**src/rtl/mem_rr_arbiter.sv**
```systemverilog
// Purpose : round-robin arbiter sharing one single-port sync SRAM between NUM_PORTS requesters.
// Latency : grant is combinational in the request cycle; rvalid_o/rdata_o follow one cycle later.
// Backpr. : a requester not granted holds its request fields stable; no response-side stall exists.
//
// Ports:
//   clk_i, rst_i                 clock, synchronous active-high reset
//   req_i/we_i/lock_i            per-port request, write enable, hold-grant request
//   addr_i/be_i/wdata_i          per-port packed word address, byte enables, write data
//   gnt_o                        one-hot grant (0 while rst_i)
//   rvalid_o/rdata_o             one-hot response valid (read data or write ack), broadcast read data
//   mem_req_o..mem_wdata_o       muxed access toward the SRAM macro; mem_rdata_i returns from it
//
// Build option: define MEM_ARB_LOCK_EN to let a granted port with lock_i set keep exclusive
// access until it drops lock_i. Without it lock_i is accepted but ignored.
module mem_rr_arbiter #(
    parameter int NUM_PORTS  = 2,
    parameter int ADDR_WIDTH = 20,
    parameter int DATA_WIDTH = 64
) (
    input  logic                              clk_i,
    input  logic                              rst_i,
    input  logic [NUM_PORTS-1:0]              req_i,
    input  logic [NUM_PORTS-1:0]              we_i,
    input  logic [NUM_PORTS*ADDR_WIDTH-1:0]   addr_i,
    input  logic [NUM_PORTS*DATA_WIDTH/8-1:0] be_i,
    input  logic [NUM_PORTS*DATA_WIDTH-1:0]   wdata_i,
    input  logic [NUM_PORTS-1:0]              lock_i,
    output logic [NUM_PORTS-1:0]              gnt_o,
    output logic [NUM_PORTS-1:0]              rvalid_o,
    output logic [DATA_WIDTH-1:0]             rdata_o,
    output logic                              mem_req_o,
    output logic                              mem_we_o,
    output logic [ADDR_WIDTH-1:0]             mem_addr_o,
    output logic [DATA_WIDTH/8-1:0]           mem_be_o,
    output logic [DATA_WIDTH-1:0]             mem_wdata_o,
    input  logic [DATA_WIDTH-1:0]             mem_rdata_i
);

    localparam int BE_WIDTH  = DATA_WIDTH / 8;
    localparam int PTR_WIDTH = (NUM_PORTS > 1) ? $clog2(NUM_PORTS) : 1;
    localparam logic [PTR_WIDTH-1:0] LAST_IDX = PTR_WIDTH'(NUM_PORTS - 1);

    logic [PTR_WIDTH-1:0] rr_ptr;
    logic [PTR_WIDTH-1:0] gnt_idx;
    logic                 gnt_found;
    logic [NUM_PORTS-1:0] eligible;
    logic [NUM_PORTS-1:0] resp;

`ifdef MEM_ARB_LOCK_EN
    logic [PTR_WIDTH-1:0] lock_owner;
    logic                 lock_vld;
    logic                 lock_hold;

    // The owner keeps exclusivity only while it still asserts lock_i; the cycle it drops
    // lock_i already arbitrates normally.
    assign lock_hold = lock_vld && lock_i[lock_owner];

    always_comb begin
        eligible = req_i;
        if (lock_hold) begin
            eligible             = '0;
            eligible[lock_owner] = req_i[lock_owner];
        end
    end

    always_ff @(posedge clk_i) begin
        if (rst_i) begin
            lock_vld   <= 1'b0;
            lock_owner <= '0;
        end else if (gnt_found && lock_i[gnt_idx]) begin
            lock_vld   <= 1'b1;
            lock_owner <= gnt_idx;
        end else if (lock_vld && !lock_i[lock_owner]) begin
            lock_vld   <= 1'b0;
        end
    end
`else
    logic unused_lock;
    assign unused_lock = ^lock_i;
    assign eligible    = req_i;
`endif

    // First eligible port at or above rr_ptr, wrapping back to port 0.
    always_comb begin
        int cand;
        cand      = 0;
        gnt_found = 1'b0;
        gnt_idx   = '0;
        for (int i = 0; i < NUM_PORTS; i++) begin
            cand = int'(rr_ptr) + i;
            if (cand >= NUM_PORTS) begin
                cand = cand - NUM_PORTS;
            end
            if (!gnt_found && eligible[PTR_WIDTH'(cand)]) begin
                gnt_found = 1'b1;
                gnt_idx   = PTR_WIDTH'(cand);
            end
        end
        if (rst_i) begin
            gnt_found = 1'b0;
        end
    end

    // Grant decode and field mux; everything is zero when nothing is granted.
    always_comb begin
        gnt_o       = '0;
        mem_we_o    = 1'b0;
        mem_addr_o  = '0;
        mem_be_o    = '0;
        mem_wdata_o = '0;
        for (int k = 0; k < NUM_PORTS; k++) begin
            if (gnt_found && (gnt_idx == PTR_WIDTH'(k))) begin
                gnt_o[k]    = 1'b1;
                mem_we_o    = we_i[k];
                mem_addr_o  = addr_i[k*ADDR_WIDTH +: ADDR_WIDTH];
                mem_be_o    = be_i[k*BE_WIDTH +: BE_WIDTH];
                mem_wdata_o = wdata_i[k*DATA_WIDTH +: DATA_WIDTH];
            end
        end
    end

    assign mem_req_o = gnt_found;

    always_ff @(posedge clk_i) begin
        if (rst_i) begin
            rr_ptr <= '0;
            resp   <= '0;
        end else begin
            resp <= gnt_o;
            if (gnt_found) begin
                rr_ptr <= (gnt_idx == LAST_IDX) ? '0 : gnt_idx + 1'b1;
            end
        end
    end

    // A response registered just before reset is suppressed rather than delivered.
    assign rvalid_o = resp & ~{NUM_PORTS{rst_i}};
    assign rdata_o  = mem_rdata_i;

endmodule
```
**config.mk**
```make
export PLATFORM = sky130hd
export DESIGN_NAME = mem_rr_arbiter
export DESIGN_NICKNAME = d
export VERILOG_FILES = /design/src/rtl/mem_rr_arbiter.sv
export SDC_FILE = /design/constraint.sdc
export NUM_CORES = 1
export LEC_CHECK = 0
export ABC_CLOCK_PERIOD_IN_PS = 1500
export CORE_AREA = 2 2 164 166
export DETAILED_ROUTE_END_ITERATION = 7
export DIE_AREA = 0 0 166 168
export PLACE_DENSITY_LB_ADDON = 0.3
export SYNTH_ARGS = -nofsm -noshare
export SYNTH_HDL_FRONTEND = slang
export SYNTH_SLANG_ARGS = --single-unit
```
**constraint.sdc**
```tcl
create_clock -name clk_i -period 1.5 [get_ports clk_i]
set_input_delay 0.375 -clock clk_i [delete_from_list [all_inputs] [get_ports clk_i]]
set_output_delay 0.375 -clock clk_i [all_outputs]
set_load 0.01 [all_outputs]
```
=== Word level (Yosys, flattened, before mapping) ===
Cells that the tools add are included.
Widths: inputs -> output; s select.

* Add/subtract/negate cells: 4
* Magnitude comparators: 4
* Muxes and demuxes: 22
* Bitwise gates (word level): 3
* Reductions and logical operators: 4

{| class="wikitable"
|+ Operators with widths
! cell !! number
|-
| $mux 64 || 2
|-
| $mux 20 || 2
|-
| $mux 1 || 16
|-
| $mux 8 || 2
|-
| $lt 1x3->1 const B || 2
|-
| $logic_and 1x1->1 || 3
|-
| $add 1x1->2 const B || 1
|-
| $and 2x2->2 || 1
|-
| $ge 1x2->1 const B || 1
|-
| $ge 2x2->1 const B || 1
|-
| $not 2->2 || 1
|-
| $sub 1x1->1 const B || 2
|-
| $add 1x1->1 const B || 1
|-
| $logic_not 1->1 || 1
|-
| $not 1->1 || 1
|}

* Register bits: 3
* Bits of input ports: 256
* Output and inout port bits: 162
* Word-level logic and storage cells: 39

=== Longest topological paths before layout ===
* Word-level depth: 13
* Depth in mapped cells: 5
* Gate-level depth less buffers: 3

=== Least setup slack after synthesis ===
No wires, ideal clock.

* Path kind: input to output
* Start: input rst_i
* End: output mem_addr_o[10]
* Arrival time: 1061 ps
* Data required time: 1125 ps
* Path slack: 64 ps
* Cell stages on the path: 5
* Path buffers: 3
* Cells stage by stage: nand2b_4 > buf_6 > buf_8 > buf_6 > nor2_1

* Longest elaborated chain between the ends: 4
* Elaborated cells on any way between the ends: 5
* Classes of those cells: mux: 3; reduce/logical: 2

{| class="wikitable"
|+ Ends and longest elaborated chain
! element !! line !! text
|-
| start: declaration || 21 || <nowiki>input logic rst_i,</nowiki>
|-
| $mux 1 (*) || 99 || <nowiki>if (rst_i) begin</nowiki>
|-
| $logic_and 1x1->1 || 112 || <nowiki>if (gnt_found && (gnt_idx == PTR_WIDTH'(k))) begin</nowiki>
|-
| $mux 20 || 112 ||
|-
| $mux 20 (*) || 112 ||
|-
| end: declaration || 33 || <nowiki>output logic [ADDR_WIDTH-1:0] mem_addr_o,</nowiki>
|}

Every way passes the cells marked *; elsewhere a longest branch is shown, timed or not.

=== Worst setup path after layout ===
* Start: register rr_ptr
* End: output mem_wdata_o[57]

* Longest elaborated chain between the ends: 8
* Elaborated cells on any way between the ends: 14
* Classes of those cells: add/sub: 3; order compare: 2; mux: 6; bitwise: 1; reduce/logical: 2

{| class="wikitable"
|+ Ends and longest elaborated chain
! element !! line !! text
|-
| start: declaration || 43 || <nowiki>logic [PTR_WIDTH-1:0] rr_ptr;</nowiki>
|-
| start signal: assignment || 131 || <nowiki>rr_ptr <= (gnt_idx == LAST_IDX) ? '0 : gnt_idx + 1'b1;</nowiki>
|-
| $add 1x1->2 (tied with other cells) || 90 || <nowiki>cand = int'(rr_ptr) + i;</nowiki>
|-
| $ge 2x2->1 (tied with other cells) || 91 || <nowiki>if (cand >= NUM_PORTS) begin</nowiki>
|-
| $mux 1, on equally long branches || 91, 94 ||
|-
| $mux 1 (*) || 94 || <nowiki>if (!gnt_found && eligible[PTR_WIDTH'(cand)]) begin</nowiki>
|-
| $not 1->1 || 112 ||
|-
| $logic_and 1x1->1 || 112 ||
|-
| $mux 64 || 112 ||
|-
| $mux 64 (*) || 112 ||
|-
| end: declaration || 35 || <nowiki>output logic [DATA_WIDTH-1:0] mem_wdata_o,</nowiki>
|}

Marked as above.

==> out/metrics.yaml <==
placement:
  placed_area_um2: 5390
  place.gp.congestion: 0.696
  io_buffers: 286
  place_hpwl_mm: 9.59
sta:
  clock_skew_ns: 0.00130
  setup_viol: 96
  relSlewSlack_pct: 86.5
  setup_tns_ns: -28.10
  fin_crit_ns: 1.89
  finalWorstSetupSlack_ns: -0.390
  hold_viol_final: 0
  fin_hold_ws_ns: 0.403
  drv_slew: 0
  fin_crit_sh_pct: 126
  rsz0062_at_grt: "yes"
  clock.fmax_mhz: 529
  worstMarginPinSlew_ns: 0.196
routing:
  num_vias: 3011
  first_pass_iters: 4
  vias_per_cell: 3.27
  detail-route-antenna-nets: 0
  detail_route.wl_per_cell_um: 14.5
  drtIter0Drc: 50
  drc: 0
  wl_mm: 13.4
clock_tree:
  hold_buffers: 0
  clock-sinks: 3
  clk_latency_ns: 0.22
  cts_tree: "done"
  cts_buffers: 3
  cts_root_buf: "clkbuf_16"
  clk_path_buf_depth: 2
  clkTransAtPathRegs_ns: 0.03
  htreeDepth: 1
layout:
  layout_common_cells: "clkdlybuf4s50_1 (186), buf_2 (63), nor2_1 (59), mux2i_1 (52), buf_6 (48)"
  finish.utilization_pct: 24.3
  insertedDiodeCount: 0
  design_area_um2: 6410
  layout_commonest_cell: "clkdlybuf4s50_1"
  area_delta_synth_final_pct: 172
  nNetsFinal: 837
  drive_above_1_share_pct: 47.2
synth:
  yosysUniqueCellTypes: 15
  synth.cell_area_um2: 2350
  netlist.area_leader.share_pct: 39.5
  yosysTopAreaCell: "mux2i_1"
  syn-num-nets: 541
  synthCells: 285
  syn_area_per_cell_um2: 8.26
  yosys_warnings: 0
  ys_top_cells_by_area: "mux2i_1 (40%), buf_4 (23%), nor2_4 (14%), nor2_1 (10%), buf_12 (3.4%)"
  seq_area_frac_synth_pct: 2.55
  ys_ff_latch: 3
pwr:
  ir_drop_mv: 0.404
  p_per_area_nw_per_um2: 436
  p_leak_nw: 2.59
  finalPower_w: 0.00279
status:
  status: "complete, but fails checks"
  violations: "setup timing"
floorplan:
  die_height_um: 168
  die_width_um: 166
  dieArea_um2: 27900
  start_util_pct: 8.94
  core_area_um2: 26400
  io_pins: 418
  rows: 60
setup_path:
  critPathArrivalTime_ns: 1.52
  required_ns: 1.12
  crit_path_max_incr_delay_ns: 0.36
  critPathSlowestCell: "dfxtp_4"
  cp_max_fo: 7
  path_cells: "buf_4, buf_12, buf_6, buf_8, mux2i_4, nor2_4, buf_2"
  end_kind: "primary output"
  startpoint_type: "flop"
  crit_type: "reg -> out"
global_route:
  grt_use_total_pct: 8.85
  grt_pass1_vias: 3128
  grt_antenna_before_repair: 0
  overflow: 0
  grt_pass1_wl_mm: 19.0
  grt_start_max_net_pins: 11
min_path:
  hold_path.class: "in -> reg"
run:
  maxCapViolCount: 0
## synth_stat cells
| master | instances |
|---|---|
| mux2i_1 | 93 |
| buf_4 | 72 |
| and2_1 | 2 |
| nor2_2 | 3 |
| buf_8 | 3 |
| nand2b_4 | 1 |
| nor2b_1 | 2 |
| buf_6 | 3 |
| nor2_1 | 63 |
| inv_1 | 1 |
| buf_12 | 4 |
| dfxtp_1 | 3 |
| xnor2_1 | 1 |
| nor2_4 | 30 |
| buf_2 | 4 |
## metal layers
metal	track usage [%]	vias to the layer above	wire [um]	part of all wire [%]
li1	-	1465	-	-
met1	10.3	1330	5250	39
met2	15.6	174	6580	49
met3	1.93	42	934	7.0
met4	3.97	0	598	4.5
met5	0	-	0	0
## metrics by stage
stage	worst slack [ns]	instances
finish	-0.390	921
global route	-0.448	921
CTS	-0.436	904
detailed placement	-0.883	868
global placement	-0.891	868
floorplan	0.0640	285
## kinds of logic (layout without fill, tap and decap cells)
| logic type | count (synthesis) | in the layout | synth area share (%) |
|---|---|---|---|
| and+or+nand+nor | 101 | 101 | 26.8 |
| muxes | 93 | 93 | 39.5 |
| buffers and inverters | 87 | 382 | 30.7 |
| DFF | 3 | 3 | 2.55 |
| xor gates and xnor gates | 1 | 1 | 0.372 |
## flip-flops by register name, summed over array words and instances (netlist names)
signal,count
rr_ptr,1
resp,2
## timing repair
action	CTS	global route
gates cloned	9	1
gates resized for setup	464	91
endpoints found under the setup margin	98	96
buffers inserted	25	20
pin swaps	13	14
## worst max-delay path, delay by kind of cell (launching register included)
family | cells | cell delay, ns
simple gates | 1 | 0.09
mux | 1 | 0.18
buf+inv | 5 | 0.64
flops | 1 | 0.36
## final timing paths
check	start	endpoint	slack [ns]	cells after the start
max	rr_ptr	mem_wdata_o[57]	-0.39	7
min	rst_i	rr_ptr	0.40	3
max reg2reg	rr_ptr	rr_ptr	0.30	6
min reg2reg	rr_ptr	resp[0]	0.86	4
## area by class of cell
cell class	instances	area, um2
clock buffers	4	78.8
multi-input cells	195	2040
inverters	1	6.26
well taps	341	427
repair buffers	377	3800
fillers	2858	19900
flip-flops and latches	3	63.8
## power by group
group          total (W)  internal [W]  leakage [nW]  switching [W]
logic            0.00227       0.00146          2.53       0.000813
registers      0.0000940     0.0000865        0.0253     0.00000748
clock network   0.000427      0.000351        0.0382      0.0000757
total            0.00279       0.00190          2.59       0.000897
No activity file was read; power rests on OpenSTA's default activity.
